==> config.mk <==
export PLATFORM = sky130hd
export DESIGN_NAME = game_sequencer
export DESIGN_NICKNAME = d
export VERILOG_FILES = /design/src/rtl/game_sequencer.sv
export SDC_FILE = /design/constraint.sdc
export NUM_CORES = 1
export LEC_CHECK = 0
export CORE_MARGIN = 8
export CORE_UTILIZATION = 40
export CTS_CLUSTER_DIAMETER = 60
export CTS_CLUSTER_SIZE = 40
export DETAILED_ROUTE_END_ITERATION = 10
export PLACE_DENSITY_LB_ADDON = 0.1
export SETUP_SLACK_MARGIN = 0.5
export SLEW_MARGIN = 30
export SYNTH_ARGS = -nofsm -noshare
export SYNTH_HDL_FRONTEND = slang
export SYNTH_SLANG_ARGS = --single-unit
==> constraint.sdc <==
create_clock -name clk -period 4.3 [get_ports clk]
set_input_delay 0.645 -clock clk [delete_from_list [all_inputs] [get_ports clk]]
set_output_delay 0.645 -clock clk [all_outputs]
set_load 0.02 [all_outputs]
==> src/rtl/game_sequencer.sv <==
// Rhythm-game step sequencer: metronome count-in, then one step pattern
// per beat fetched from a synchronous step memory, then DONE until restarted.
module game_sequencer #(
  parameter int BEAT_DIV = 5000000,
  parameter int COUNT_IN = 4,
  parameter int SONG_LEN = 64,
  parameter int ADDR_W   = 6
) (
  input  logic              clk,
  input  logic              reset,
  input  logic              start,
  input  logic              pause,
  input  logic [3:0]        stepData,
  output logic [ADDR_W-1:0] stepAddr,
  output logic [3:0]        step,
  output logic              beatEn,
  output logic              bpmClk,
  output logic              playing,
  output logic              done
);

  localparam int BC_W  = $clog2(BEAT_DIV);
  localparam int CIN_W = $clog2(COUNT_IN + 1);
  localparam int IDX_W = $clog2(SONG_LEN + 1);

  localparam logic [BC_W-1:0]  BEAT_LAST = BC_W'(BEAT_DIV - 1);
  localparam logic [BC_W-1:0]  BEAT_HALF = BC_W'(BEAT_DIV / 2);
  localparam logic [CIN_W-1:0] CIN_LAST  = CIN_W'(COUNT_IN - 1);
  localparam logic [IDX_W-1:0] SONG_END  = IDX_W'(SONG_LEN);

  typedef enum logic [1:0] {IDLE, COUNTIN, PLAY, DONE} state_t;

  state_t             state, stateNext;
  logic               startQ, startArmed, startPulse;
  logic               wrap, load;
  logic [BC_W-1:0]    beatCnt, beatCntNext;
  logic [CIN_W-1:0]   cinCnt, cinCntNext;
  logic [IDX_W-1:0]   stepIdx, stepIdxNext;
  logic [ADDR_W-1:0]  stepAddrNext;
  logic [3:0]         stepNext;
  logic               beatEnNext;

  // startArmed blocks a start level held high through reset release from
  // looking like a fresh button press on the first edge.
  assign startPulse = start & ~startQ & startArmed;
  assign wrap       = (beatCnt == BEAT_LAST);
  assign bpmClk     = ((state == COUNTIN) || (state == PLAY)) && (beatCnt < BEAT_HALF);

  always_comb begin
    stateNext    = state;
    beatCntNext  = beatCnt;
    cinCntNext   = cinCnt;
    stepIdxNext  = stepIdx;
    stepAddrNext = stepAddr;
    stepNext     = step;
    beatEnNext   = 1'b0;
    load         = 1'b0;
    case (state)
      IDLE, DONE: begin
        if (startPulse) begin
          stateNext    = COUNTIN;
          beatCntNext  = '0;
          cinCntNext   = '0;
          stepIdxNext  = '0;
          stepAddrNext = '0;
          stepNext     = '0;
        end
      end
      COUNTIN: begin
        if (!pause) begin
          beatCntNext = wrap ? '0 : beatCnt + BC_W'(1);
          if (wrap) begin
            cinCntNext = cinCnt + CIN_W'(1);
            if (cinCnt == CIN_LAST) begin
              stateNext = PLAY;
              load      = 1'b1;
            end
          end
        end
      end
      PLAY: begin
        if (!pause) begin
          beatCntNext = wrap ? '0 : beatCnt + BC_W'(1);
          if (wrap) begin
            if (stepIdx == SONG_END) begin
              stateNext = DONE;
              stepNext  = '0;
            end else begin
              load = 1'b1;
            end
          end
        end
      end
      default: stateNext = IDLE;
    endcase
    // Load edge: the address has been stable a whole beat, so stepData is valid.
    if (load) begin
      stepNext     = stepData;
      stepAddrNext = stepAddr + ADDR_W'(1);
      stepIdxNext  = stepIdx + IDX_W'(1);
      beatEnNext   = 1'b1;
    end
  end

  always_ff @(posedge clk or negedge reset) begin
    if (!reset) begin
      state      <= IDLE;
      startQ     <= 1'b0;
      startArmed <= 1'b0;
      beatCnt    <= '0;
      cinCnt     <= '0;
      stepIdx    <= '0;
      stepAddr   <= '0;
      step       <= '0;
      beatEn     <= 1'b0;
      playing    <= 1'b0;
      done       <= 1'b0;
    end else begin
      state      <= stateNext;
      startQ     <= start;
      startArmed <= 1'b1;
      beatCnt    <= beatCntNext;
      cinCnt     <= cinCntNext;
      stepIdx    <= stepIdxNext;
      stepAddr   <= stepAddrNext;
      step       <= stepNext;
      beatEn     <= beatEnNext;
      playing    <= (stateNext == PLAY);
      done       <= (stateNext == DONE);
    end
  end

endmodule

==> parameters.txt <==
Parameter                              Value

Logic synthesis
  Cells after Synth ... 328
  Count of state elements after synthesis ... 50
  Largest area contributor in the netlist ... sky130_fd_sc_hd__dfrtp_1
  Number of enable flip-flop cells after synthesis ... 0
  Netlist cell types ... 50
  Most used flip-flop cell after synthesis ... sky130_fd_sc_hd__dfrtp_1
  Share of the yosys chip area belonging to registers ... 41.43%
  Number of warnings issued by yosys ... 0
  Async set or reset register ratio after synthesis ... 100.0%
  Portion of synthesized cell area occupied by the leading cell type ... 41.43%
  Syn_nets ... 344
  Synth top area cells ... sky130_fd_sc_hd__dfrtp_1 41%, sky130_fd_sc_hd__nand2_1 4.7%, sky130_fd_sc_hd__nand3_1 4.0%
  Mapped cell area ... 0.003020 sq mm
  Mean area per synthesized cell ... 9.209 sq um

Timing
  Setup TNS after final layout ... 0 ps
  Final period demand of the worst path ... 3073 ps
  Layout Skew ... 3.736 ps
  Headroom to the max-slew limit ... 47.87%
  Worst hold-check slack ... 426.9 ps
  Final period utilization ... 71.47%
  Pin slew with the least headroom to its limit ... 775.4 ps
  Maximum clock frequency ... 0.3254 GHz
  Total count of max-transition violations in the final report ... 0
  Unrepaired setup endpoints after global routing ... no
  # setup viols final ... 0
  Count of endpoints failing hold in the final timing report ... 0

Detailed routing
  Detailed Route WL ... 6710 um
  Total via count in the routed design ... 2412
  Post-route DRC ... 0
  Post-detailed-route wirelength per cell ... 15.22 um
  DRT Pass-1 Iters ... 4
  Antenna Violating Nets Remaining ... 0
  Post-detailed-route via-to-cell ratio ... 5.469
  Number of violations reported at the end of detailed-routing iteration 0 ... 119

Critical path
  Critical Path Max Stage Delay ... 670 ps
  Length in cells of the worst reg-to-reg path ... 5
  Worst Path Buf+Inv ... 2
  Worst EP arrival ... 2430 ps
  Path type of the worst setup path ... flop to primary output
  Critical path, cell by cell ... inv_1 > ha_1 > or4_1 > o32ai_1 > clkdlybuf4s50_1
  Number of gates on the worst path with buffers counted ... 5
  CP Max Fanout ... 3
  Endpoint of the most critical register-to-register path ... step[3]
  CP Capture Point ... bpmClk
  Family with the most delay on the worst path ... buffers and inverters
  Kind of start point of the critical path ... flop
  Critical-path top delay cell ... sky130_fd_sc_hd__clkdlybuf4s50_1
  Startpoint of the most critical register-to-register path ... beatCnt[6]
  Launch point of the critical path ... state[0]
  Required @ worst endpoint ... 3650 ps
  Sort of element at the end of the critical path ... primary output
  Flop-to-flop setup slack ... 1640 ps

Global route
  Vias in the first global route ... 2359
  Global route total overflow ... 0
  First-pass GRT wire length ... 11500 um
  Largest net degree at the start of global routing ... 51
  Number of antenna violations at the first check in global routing ... 0
  Global-route usage over all layers ... 13.70%

Power and ir drop
  Max VDD drop ... 0.1656 mV
  Leakage power of the design ... 0.001359 uW
  Ratio of total power to cell area ... 444.0 mW/mm^2

Job
  Max-capacitance violation count ... 0

Clock tree
  CTS tree ... built
  Clk_lat worst skew ... 310 ps
  Maximum root-to-sink buffer count ... 2
  Number of gates resized after cts ... 0
  Root buf cell ... sky130_fd_sc_hd__clkbuf_8
  # H-tree levels ... 2
  # hold bufs at CTS ... 0
  Postcts setup bufs ... 0
  Worst-path clk slew ... 90 ps
  Cts bufs inserted ... 5
  Clock sinks ... 50

Finish
  Number of diodes ... 0
  Final core utilization ... 46.60%
  Area of all placed cells without fillers ... 0.003398 sq mm
  Net count reported at finish ... 357
  Synthesis-to-layout area growth ... 12.51%
  Fraction of layout cells with a size suffix above 1 ... 9.357%

Floorplanning
  Initial core utilization ... 41.42%
  DIE WIDTH ... 102.9 um
  Die Span Y ... 102.9 um
  Core outline area ... 0.007292 sq mm
  Std cell rows ... 31
  Number of placed I/O pins ... 22
  Area of the die ... 0.01059 sq mm

Place
  Count of buffers inserted at the top-level ports ... 21
  Dpl hpwl ... 4679 um
  Placed Area ... 0.003284 sq mm
  Routability-driven placement congestion ratio ... 0.8113

Worst hold path
  Worst min-delay path category ... input pin to asynchronous set/reset pin

Status
  Outcome ... finished, final reports clean
synthesized netlist by cell type (4+ instances only):
| cell type | number |
|---|---|
| sky130_fd_sc_hd__a211oi_1 | 5 |
| sky130_fd_sc_hd__a21o_1 | 4 |
| sky130_fd_sc_hd__a21oi_1 | 11 |
| sky130_fd_sc_hd__a22o_1 | 5 |
| sky130_fd_sc_hd__and3_1 | 4 |
| sky130_fd_sc_hd__buf_2 | 7 |
| sky130_fd_sc_hd__clkbuf_1 | 10 |
| sky130_fd_sc_hd__dfrtp_1 | 50 |
| sky130_fd_sc_hd__ha_1 | 8 |
| sky130_fd_sc_hd__inv_1 | 11 |
| sky130_fd_sc_hd__mux2i_1 | 10 |
| sky130_fd_sc_hd__nand2_1 | 38 |
| sky130_fd_sc_hd__nand3_1 | 24 |
| sky130_fd_sc_hd__nand4_1 | 8 |
| sky130_fd_sc_hd__nor2_1 | 22 |
| sky130_fd_sc_hd__nor2b_1 | 5 |
| sky130_fd_sc_hd__nor3_1 | 4 |
| sky130_fd_sc_hd__nor4_1 | 6 |
| sky130_fd_sc_hd__nor4_2 | 7 |
| sky130_fd_sc_hd__o21ai_0 | 17 |
| sky130_fd_sc_hd__o21ai_1 | 10 |
| sky130_fd_sc_hd__o2bb2ai_1 | 4 |
| sky130_fd_sc_hd__or4_1 | 4 |
| sky130_fd_sc_hd__xnor2_1 | 13 |
per-stage QoR:
stage,setup slack [ps],total power (uW),std cells
floorplan,1951,993.1,328
global placement,1477,1200,433
detailed placement,1457,1206,433
CTS,1189,1533,441
global route,1122,1618,441
finish,1227,1509,441
layout make-up:
class                      count  area (sq um)
fill                         739          3894
multi-input combinational    246          1622
sequential                    50          1251
timing repair buffer          27         250.2
tap                           99         123.9
clock buffer                   8         110.1
inverter                      11         41.29
worst reg2reg max path, delay by kind of cell (launching register included):
family	cells	cell delay (ps)
AOI/OAI and AO/OA	1	80
DFF	1	490
muxes	1	220
and+or+nand+nor	3	1750
sequential cells by signal (all words and copies together), names as in the netlist:
register / cells
beatCnt: 23
stepIdx: 7
stepAddr: 6
step: 4
cinCnt: 3
state: 2
beatEn: 1
done: 1
playing: 1
startArmed: 1
startQ: 1
kinds of logic (layout without fill, tap and decap cells):
group	Yosys count	in the layout	share of synthesized area, %
adder cells (fa/ha/maj)	8	8	3.314
other	1	1	0.1242
AO/OA/AOI/OAI	70	70	14.79
buffers and inverters	32	46	5.012
flip-flops	50	50	41.43
multiplexers	12	12	4.060
XOR/XNOR	16	16	4.640
AND/OR/NAND/NOR	139	139	26.64
cells in the final DEF (no fill, tap or decap), types with 2 or more instances in the layout:
cell type | Yosys | final
sky130_fd_sc_hd__dfrtp_1 | 50 | 50
sky130_fd_sc_hd__a21o_1 | 4 | 4
sky130_fd_sc_hd__o2bb2ai_1 | 4 | 4
sky130_fd_sc_hd__or3_1 | 2 | 2
sky130_fd_sc_hd__and2_1 | 2 | 2
sky130_fd_sc_hd__o31ai_1 | 3 | 3
sky130_fd_sc_hd__o21ai_0 | 17 | 17
sky130_fd_sc_hd__clkbuf_8 | 0 | 8
sky130_fd_sc_hd__nor2_1 | 22 | 22
sky130_fd_sc_hd__buf_4 | 0 | 6
sky130_fd_sc_hd__ha_1 | 8 | 8
sky130_fd_sc_hd__nor4b_2 | 3 | 3
sky130_fd_sc_hd__clkdlybuf4s50_1 | 0 | 20
sky130_fd_sc_hd__and4_1 | 3 | 3
sky130_fd_sc_hd__a21oi_1 | 11 | 11
sky130_fd_sc_hd__nor2b_1 | 5 | 5
sky130_fd_sc_hd__inv_1 | 11 | 11
sky130_fd_sc_hd__o21ai_1 | 10 | 10
sky130_fd_sc_hd__mux2_2 | 2 | 2
sky130_fd_sc_hd__nand4_1 | 8 | 8
sky130_fd_sc_hd__xor2_1 | 3 | 3
sky130_fd_sc_hd__xnor2_1 | 13 | 13
sky130_fd_sc_hd__and3_1 | 4 | 4
sky130_fd_sc_hd__nor3_1 | 4 | 4
sky130_fd_sc_hd__or4_1 | 4 | 4
sky130_fd_sc_hd__nand3b_1 | 2 | 2
sky130_fd_sc_hd__nor4_2 | 7 | 7
sky130_fd_sc_hd__o22ai_1 | 2 | 2
sky130_fd_sc_hd__nand2_1 | 38 | 38
sky130_fd_sc_hd__nor4_1 | 6 | 6
sky130_fd_sc_hd__mux2i_1 | 10 | 9
sky130_fd_sc_hd__a22o_1 | 5 | 5
sky130_fd_sc_hd__a211oi_1 | 5 | 5
sky130_fd_sc_hd__nand3_1 | 24 | 24
power by group:
part	switching (uW)	total (uW)	internal, uW
combinational	335	558	222
sequential	85.8	631	545
clock	158	320	163
total	579	1510	930
how the worst min path moves through the flow:
| stage | to | start | slack [ps] | depth (start not counted) |
|---|---|---|---|---|
| finish | cinCnt[0] | reset | 430 | 2 |
| global route | cinCnt[0] | reset | 510 | 2 |
| CTS | stepIdx[2] | reset | 470 | 2 |
| detailed placement | step[3] | step[3] | 500 | 1 |
| global placement | step[2] | step[2] | 490 | 1 |
| floorplan | beatCnt[0] | reset | 350 | 0 |
layer usage:
layer	track usage, %	part of all wire [%]
met5	0	0
met4	4.672	1.7
met3	2.498	3.0
met2	22.93	49
met1	17.27	46
Note: power is estimated with default switching activity, not from simulation.
